$ cat config.mk
export PLATFORM = sky130hd
export DESIGN_NAME = network_scheduler
export DESIGN_NICKNAME = d
export VERILOG_FILES = /design/src/rtl/network_scheduler.sv
export SDC_FILE = /design/constraint.sdc
export NUM_CORES = 1
export LEC_CHECK = 0
export ABC_AREA = 1
export BUFFER_PORTS_ARGS = -buffer_cell sky130_fd_sc_hd__buf_2
export CAP_MARGIN = 20
export CORE_ASPECT_RATIO = 0.75
export CORE_MARGIN = 5
export CORE_UTILIZATION = 60
export DETAILED_ROUTE_END_ITERATION = 8
export GPL_ROUTABILITY_DRIVEN = 0
export PLACE_DENSITY = 0.94
export REMOVE_ABC_BUFFERS = 1
export SYNTH_ARGS = -nofsm -noshare
export SYNTH_HDL_FRONTEND = slang
export SYNTH_SLANG_ARGS = --single-unit
export TNS_END_PERCENT = 1
$ cat constraint.sdc
create_clock -name clk -period 4.1 [get_ports clk]
set_clock_uncertainty 0.1 [all_clocks]
set_input_delay 0.615 -clock clk [delete_from_list [all_inputs] [get_ports clk]]
set_output_delay 0.615 -clock clk [all_outputs]
set_load 0.05 [all_outputs]
$ cat src/rtl/network_scheduler.sv
// Sequences one spiking-network inference per host request: capture a pattern,
// clear the network, observe neuron_out for a fixed window, report the spike count.
module network_scheduler #(
  parameter int unsigned HEIGHT       = 7,
  parameter int unsigned CLEAR_CYCLES = 2,
  parameter int unsigned WINDOW       = 1024,
  parameter int unsigned CNT_W        = 11,
  parameter int unsigned THRESH       = 3
) (
  input  logic              clk,
  input  logic              rst,
  input  logic              in_valid,
  output logic              in_ready,
  input  logic [HEIGHT-1:0] in_pixels,
  output logic [HEIGHT-1:0] pixels,
  output logic              net_rst,
  input  logic              neuron_out,
  output logic              res_valid,
  input  logic              res_ready,
  output logic [CNT_W-1:0]  res_count,
  output logic              res_fire,
  output logic              busy
);

  localparam int unsigned CLR_W = $clog2(CLEAR_CYCLES + 1);
  localparam int unsigned WIN_W = $clog2(WINDOW + 1);
  localparam logic [CNT_W-1:0] CNT_MAX = {CNT_W{1'b1}};

  typedef enum logic [1:0] {IDLE, CLEAR, RUN, REPORT} state_t;

  state_t             state, state_n;
  logic [CLR_W-1:0]   clr_cnt, clr_cnt_n;
  logic [WIN_W-1:0]   win_cnt, win_cnt_n;
  logic [CNT_W-1:0]   spk_cnt, spk_cnt_n;
  logic               nrn_q, nrn_q_n;
  logic [HEIGHT-1:0]  pixels_n;
  logic               net_rst_n, in_ready_n, res_valid_n, res_fire_n, busy_n;
  logic [CNT_W-1:0]   res_count_n;

  // Next-state and next-output logic; every register holds unless overridden.
  always_comb begin
    state_n     = state;
    clr_cnt_n   = clr_cnt;
    win_cnt_n   = win_cnt;
    spk_cnt_n   = spk_cnt;
    nrn_q_n     = nrn_q;
    pixels_n    = pixels;
    net_rst_n   = net_rst;
    in_ready_n  = in_ready;
    res_valid_n = res_valid;
    res_count_n = res_count;
    res_fire_n  = res_fire;
    busy_n      = busy;

    unique case (state)
      IDLE: begin
        in_ready_n = 1'b1;
        net_rst_n  = 1'b0;
        if (in_valid && in_ready) begin
          pixels_n   = in_pixels;
          in_ready_n = 1'b0;
          clr_cnt_n  = '0;
          spk_cnt_n  = '0;
          nrn_q_n    = 1'b0;
          busy_n     = 1'b1;
          state_n    = CLEAR;
        end
      end
      CLEAR: begin
        clr_cnt_n = clr_cnt + CLR_W'(1);
        if (clr_cnt == CLR_W'(CLEAR_CYCLES - 1)) begin
          net_rst_n = 1'b1;
          win_cnt_n = '0;
          state_n   = RUN;
        end
      end
      RUN: begin
        nrn_q_n   = neuron_out;
        win_cnt_n = win_cnt + WIN_W'(1);
        if (neuron_out && !nrn_q && (spk_cnt != CNT_MAX)) begin
          spk_cnt_n = spk_cnt + CNT_W'(1);
        end
        // The final edge's sample is already folded into spk_cnt_n.
        if (win_cnt == WIN_W'(WINDOW - 1)) begin
          net_rst_n   = 1'b0;
          res_count_n = spk_cnt_n;
          res_fire_n  = (32'(spk_cnt_n) >= THRESH);
          res_valid_n = 1'b1;
          busy_n      = 1'b0;
          state_n     = REPORT;
        end
      end
      REPORT: begin
        if (res_ready) begin
          res_valid_n = 1'b0;
          in_ready_n  = 1'b1;
          state_n     = IDLE;
        end
      end
      default: state_n = IDLE;
    endcase
  end

  // State and output registers.
  always_ff @(posedge clk or negedge rst) begin
    if (!rst) begin
      state     <= IDLE;
      clr_cnt   <= '0;
      win_cnt   <= '0;
      spk_cnt   <= '0;
      nrn_q     <= 1'b0;
      pixels    <= '0;
      net_rst   <= 1'b0;
      in_ready  <= 1'b0;
      res_valid <= 1'b0;
      res_count <= '0;
      res_fire  <= 1'b0;
      busy      <= 1'b0;
    end else begin
      state     <= state_n;
      clr_cnt   <= clr_cnt_n;
      win_cnt   <= win_cnt_n;
      spk_cnt   <= spk_cnt_n;
      nrn_q     <= nrn_q_n;
      pixels    <= pixels_n;
      net_rst   <= net_rst_n;
      in_ready  <= in_ready_n;
      res_valid <= res_valid_n;
      res_count <= res_count_n;
      res_fire  <= res_fire_n;
      busy      <= busy_n;
    end
  end

endmodule

==> impl_metrics.py, run 1 <==
metrics = {
    "run_status": {
        "outcome": "complete, no violations",
    },
    "power": {
        "max-vdd-ir-drop_mv": 0.677,
        "p_leak_nw": 1.44,
        "p_int_mw": 0.982,
        "combinationalPowerShare_pct": 45.7,
        "power.density_nw_per_um2": 651,
        "swShare_pct": 48.6,
        "p_seq_share_pct": 38.1,
        "p_switching_mw": 0.928,
        "total_power_mw": 1.91,
        "clkPwrFrac_pct": 16.2,
    },
    "setup_path": {
        "startpoint_type": "flip-flop",
        "criticalPathCategory": "flip-flop to flip-flop",
        "crit_buf_inv": 3,
        "path_common_cell": "inv_1",
        "worstPathArrival_ns": 2.30,
        "crit_chain": "inv_1 -> ha_1 -> inv_1 -> nor2_1 -> clkinv_1 -> o21ai_0 -> a21oi_1",
        "endpoint_kind": "flip-flop",
        "crit_family": "buffers and inverters",
        "r2r-start": "state[0]",
        "cp_data_required_time_ns": 4.21,
        "cpPeakStageDelay_ns": 0.44,
        "startpoint": "state[0]",
        "slowest_stage": "dfrtp_1",
        "crit_fanout": 9,
    },
    "clock_tree": {
        "clockRootBuffer": "clkbuf_8",
        "clock_latency_ns": 0.33,
        "cts_tree": "yes",
        "cts_setup_buffers": 0,
        "hold_buffers": 0,
        "clk_pin_slew_ns": 0.11,
        "htree_levels": 2,
        "post_cts_resized": 0,
        "cts.sinks": 50,
        "clockBufferDepth": 2,
        "cts-buffers-inserted": 5,
    },
    "floorplanning": {
        "die_w_microns": 86.0,
        "die_area_sq_um": 5770,
        "core_area_sq_um": 4130,
        "die_y_microns": 67.0,
        "initial_utilization_pct": 63.0,
        "pin_count": 35,
        "rows": 20,
    },
    "layout": {
        "antenna_cells": 0,
        "final_cells": 411,
        "final_common_cell": "nand2_1",
        "fillCellCount": 321,
        "multi_input_area_sq_um": 1170,
        "final_cell_mix": "93 x nand2_1, 50 x dfrtp_1, 34 x inv_1, 34 x buf_2, 22 x nor2_1",
        "syn_to_final_growth_pct": 12.7,
        "nNetsFinal": 375,
        "drive_gt1_share_pct": 19.9,
        "regArea_sq_um": 1250,
    },
    "global_route": {
        "grt_pass1_wl_mm": 9.98,
        "track_usage_pct": 22.3,
        "grt_overflow": 0,
        "first_global_vias": 2210,
        "antenna_found_initial": 0,
        "grt_max_degree": 51,
    },
    "timing": {
        "fin_tns_setup_ns": 0,
        "post-route-period-util_pct": 53.4,
        "worst_slack_ns": 1.91,
        "max_slew_margin_pct": 60.8,
        "min_period_ns": 2.19,
        "drv_slew": 0,
        "worstMarginPinSlew_ns": 0.588,
        "fmax_mhz": 457,
        "setup_viol": 0,
        "hold_viol_final": 0,
        "rsz0062_at_grt": "no",
    },
    "synthesis": {
        "synth_top_family_by_area": "simple AND/OR/NAND/NOR gates",
        "synthCells": 318,
        "synthSimpleGateAreaFrac_pct": 29.4,
        "synth_compound_area_share_pct": 10.2,
        "ys_seq_area_share_pct": 48.1,
        "yosys-top-cells-area": "dfrtp_1 48%, nand2_1 13%, inv_1 4.9%",
        "netlist.area_leader.share_pct": 48.1,
        "synthAdderAreaFrac_pct": 3.85,
        "yosys.area.top_type": "dfrtp_1",
        "synthMuxAreaShare_pct": 0,
        "ys_seq_elements": 50,
        "ys.warnings.count": 0,
        "netlist_area_sq_um": 2600,
        "synth_cell_types": 34,
        "synthXorXnorAreaFrac_pct": 1.35,
        "syn_avg_cell_area_sq_um": 8.18,
    },
    "detailed_routing": {
        "vias": 2237,
        "drt_iter0_drc": 191,
        "ant_nets": 0,
        "drt_wl_total_mm": 5.74,
        "viasPerCell": 5.44,
        "wl_per_cell_microns": 14.0,
        "remaining_drc_errors": 0,
        "drt_pre_antenna_iters": 6,
    },
    "place": {
        "numPortBuffers": 34,
        "hpwl_mm": 4.15,
        "pre_cts_ws_ns": 1.97,
        "post-place-cells": 402,
    },
    "min_path": {
        "hp-class": "input port to asynchronous set/reset pin",
    },
    "run": {
        "drv_cap": 0,
    },
}
synth_stat cells (all sizes together):
cell,number
o21ai,22
ha,8
nor2,29
clkinv,1
clkbuf,1
dfrtp,50
a21o,1
nand3,17
buf,4
nor3,5
xor2,4
or2,2
inv,40
a21oi,12
nand3b,1
o22ai,8
a22o,1
o211ai,1
nor3b,3
nand4,5
o21a,2
nand2,101
worst reg2reg max path, stage by stage (launching register included):
cell and delay (ns):
dfrtp_1 0.44, inv_1 0.13, ha_1 0.23, inv_1 0.09
nor2_1 0.40, clkinv_1 0.38, o21ai_0 0.21, a21oi_1 0.10
through the flow:
step           hold slack (ns)  utilization [%]  instance area [sq um]
2_1_floorplan            0.219                -                   2570
3_3_place_gp             0.351             68.2                   2810
3_5_place_dp             0.353             68.2                   2810
4_1_cts                  0.377             70.5                   2910
5_1_grt                 0.0358             71.0                   2930
6_report                0.0377             71.0                   2930
path summary, 6_finish.rpt:
| kind | endpoint | slack, ns | cells past startpoint |
|---|---|---|---|
| max in group asynchronous | spk_cnt[5] | 3.38 | 2 |
| min in group clk | pixels[1] | 0.38 | 2 |
| worst max register to register | clr_cnt[0] | 1.91 | 7 |
| worst min register to register | pixels[1] | 0.38 | 2 |
| worst max-delay path | clr_cnt[0] | 1.91 | 7 |
| worst min-delay path | pixels[5] | 0.04 | 1 |
power by group through the flow:
stage               Combinational, mW  Clock, mW  Sequential, mW
global route                    0.963      0.339           0.745
detailed placement              0.852          0           0.729
CTS                             0.866      0.312           0.723
floorplan                       0.487          0           0.873
finish                          0.872      0.310           0.728
global placement                0.816          0           0.723
metal layers:
layer | global-route usage [%] | part of all wire (%) | up-vias
li1 | - | - | 1098
met1 | 29.9 | 46 | 1041
met2 | 34.7 | 45 | 86
met3 | 5.32 | 7.0 | 12
met4 | 9.29 | 1.7 | 0
met5 | 0 | 0 | -
flip-flops by register name, indices dropped and copies added (netlist names):
name,cells
res_valid,1
nrn_q,1
clr_cnt,2
busy,1
net_rst,1
spk_cnt,11
pixels,7
win_cnt,11
res_fire,1
in_ready,1
state,2
res_count,11
cell type report:
class | instances | area share (%)
Multi-Input combinational cell | 222 | 39.8
Inverter | 41 | 5.34
Clock buffer | 5 | 2.35
Clock inverter | 3 | 0.982
Sequential cell | 50 | 42.7
Tap cell | 55 | 2.35
Timing Repair Buffer | 35 | 6.49
logic make-up (layout without fill, tap and decap cells):
group,after synthesis,in the layout
compound gates,47,47
simple gates,163,163
xor+xnor,4,4
flops,50,50
fa+ha+maj,8,8
buf+inv,46,84
(Power assumes the default switching activity.)
==> run 2, diff against run 1 <==
Settings changed: CORE_UTILIZATION 60 to 52, PLACE_DENSITY 0.94 to 0.87.
Clock period 4.1 ns to 1.8 ns, I/O delays scaled along.
==> impl_metrics.py, run 2 (synthesized netlist as in run 1, its figures left out) <==
metrics = {
    "setup_path": {
        "r2r-start": "spk_cnt[0]",
        "crit_family": "simple AND/OR/NAND/NOR gates",
        "criticalPathCategory": "flip-flop to flip-flop",
        "worstPathArrival_ns": 1.99,
        "crit_fanout": 7,
        "crit_chain": "ha_4 -> nand2_4 -> nor2_4 -> nand3_4 -> nand2_8 -> buf_4 -> nand2_1 -> nand3_2 -> nor2_1 -> nand2_1 -> nor2_1 -> nor2_1",
        "crit_buf_inv": 1,
        "startpoint": "spk_cnt[0]",
        "r2r_setup_slack_ns": -0.07,
        "crit_end": "res_fire",
        "cpPeakStageDelay_ns": 0.44,
        "cp_data_required_time_ns": 1.92,
        "slowest_stage": "dfrtp_1",
        "worstSetupPathDepth": 12,
        "r2r_end": "res_fire",
        "startpoint_type": "flip-flop",
        "reg2reg_depth": 12,
        "endpoint_kind": "flip-flop",
        "path_common_cell": "nor2_1",
    },
    "detailed_routing": {
        "vias": 2388,
        "ant_nets": 0,
        "drt_pre_antenna_iters": 7,
        "viasPerCell": 5.40,
        "drt_wl_total_mm": 6.40,
        "remaining_drc_errors": 0,
        "drt_iter0_drc": 181,
        "wl_per_cell_microns": 14.5,
    },
    "clock_tree": {
        "cts-buffers-inserted": 5,
        "clock_latency_ns": 0.32,
        "htree_levels": 2,
        "clockRootBuffer": "clkbuf_8",
        "cts_tree": "yes",
        "clk_pin_slew_ns": 0.11,
        "cts.sinks": 50,
        "clockBufferDepth": 2,
    },
    "run": {
        "drv_cap": 0,
    },
    "power": {
        "max-vdd-ir-drop_mv": 1.22,
        "p_leak_nw": 1.59,
        "power.density_nw_per_um2": 1470,
    },
    "timing": {
        "worst_slack_ns": -0.0670,
        "max_slew_margin_pct": 64.3,
        "drv_slew": 0,
        "min_period_ns": 1.87,
        "hold_viol_final": 0,
        "rsz0062_at_grt": "yes",
        "post-route-period-util_pct": 104,
        "setup_viol": 8,
        "fmax_mhz": 536,
        "worstMarginPinSlew_ns": 0.536,
    },
    "global_route": {
        "grt_pass1_wl_mm": 9.91,
        "first_global_vias": 2200,
        "grt_max_degree": 25,
        "antenna_found_initial": 0,
        "grt_overflow": 0,
        "track_usage_pct": 18.8,
    },
    "floorplanning": {
        "die_w_microns": 91.7,
        "die_area_sq_um": 6530,
        "pin_count": 35,
        "initial_utilization_pct": 53.4,
        "core_area_sq_um": 4870,
        "die_y_microns": 71.3,
        "rows": 22,
    },
    "layout": {
        "final_cell_mix": "89 x nand2_1, 49 x dfrtp_1, 34 x buf_2, 33 x inv_1, 23 x buf_4",
        "stdcell_area_sq_um": 3240,
        "syn_to_final_growth_pct": 24.6,
        "drive_gt1_share_pct": 30.9,
        "largest_registers": "res_count: 11 flops, spk_cnt: 11 flops, win_cnt: 11 flops",
        "final_common_cell": "nand2_1",
        "final_util_pct": 66.5,
        "antenna_cells": 0,
        "nNetsFinal": 401,
    },
    "run_status": {
        "outcome": "finished with violations",
        "violations": "setup timing",
    },
    "place": {
        "placed_area_sq_um": 2980,
        "pre_cts_ws_ns": -0.0491,
        "numPortBuffers": 34,
        "hpwl_mm": 4.32,
    },
    "min_path": {
        "hp-class": "input port to flip-flop",
    },
}
==> run 2: cell count changes in the layout (fill, tap and decap cells not counted), sizes merged <==
| cell | previous run | this run |
|---|---|---|
| buf | 35 | 60 |
| clkinvlp | 0 | 2 |
| dlygate4sd3 | 0 | 1 |
| inv | 41 | 42 |
| clkinv | 3 | 0 |
==> run 2: power breakdown <==
| group | switching (mW) | leakage (nW) | internal (mW) |
|---|---|---|---|
| Sequential | 0.250 | 0.603 | 1.40 |
| Clock | 0.400 | 0.0408 | 0.279 |
| Combinational | 1.60 | 0.946 | 0.826 |
| Total | 2.25 | 1.59 | 2.51 |
==> run 2: how the worst min path moves through the flow <==
stage / from / to / slack [ns] / cells after the start
3_5_place_dp: rst / res_count[10] / 0.19 / 1
3_3_place_gp: rst / win_cnt[9] / 0.19 / 1
5_1_grt: in_pixels[2] / pixels[2] / 0.05 / 3
6_report: in_pixels[1] / pixels[1] / 0.04 / 3
2_1_floorplan: rst / busy / -0.13 / 0
4_1_cts: in_pixels[1] / pixels[1] / 0.04 / 3
==> run 2: routing by layer <==
metal  routed length [microns]  track usage, %  vias to the layer above
met5                         0               0                        -
met4                        89            5.69                        0
met3                       411            5.04                       11
met2                      3070            29.6                       89
met1                      2830            25.7                     1143
li1                          -               -                     1145
==> run 2: repair_timing <==
item | 4_1_cts | 5_1_grt
resized for setup | 2 | 32
hold buffers | 1 | 0
cloned | 0 | 0
pin swaps | 1 | 13
buffers inserted | 2 | 5
setup endpoints to repair | 5 | 32
endpoints found under the hold margin | 22 | 0
==> run 2: final cells by class <==
type	instances	area [sq um]
multi-input cells	222	1270
flip-flops and latches	50	1250
clock buffers	5	68.8
fillers	367	1630
inverters	41	159
clock inverters	3	23.8
well taps	60	75.1
repair buffers	61	395
==> run 2: per-stage QoR <==
step | hold slack, ns | TNS (ns) | std cells | power [mW]
2_1_floorplan | -0.126 | 0 | 313 | 3.10
3_3_place_gp | 0.186 | 0 | 426 | 3.75
3_5_place_dp | 0.192 | -0.0877 | 426 | 3.84
4_1_cts | 0.0422 | -0.0155 | 437 | 4.55
5_1_grt | 0.0530 | -1.56 | 442 | 5.06
6_report | 0.0420 | -0.136 | 442 | 4.76
==> run 2: worst register-to-register path: cells and delay by family, from the launching register on <==
family,cells,cell delay (ns)
flops,1,0.44
fa+ha+maj,1,0.20
buf+inv,1,0.16
simple gates,10,0.90
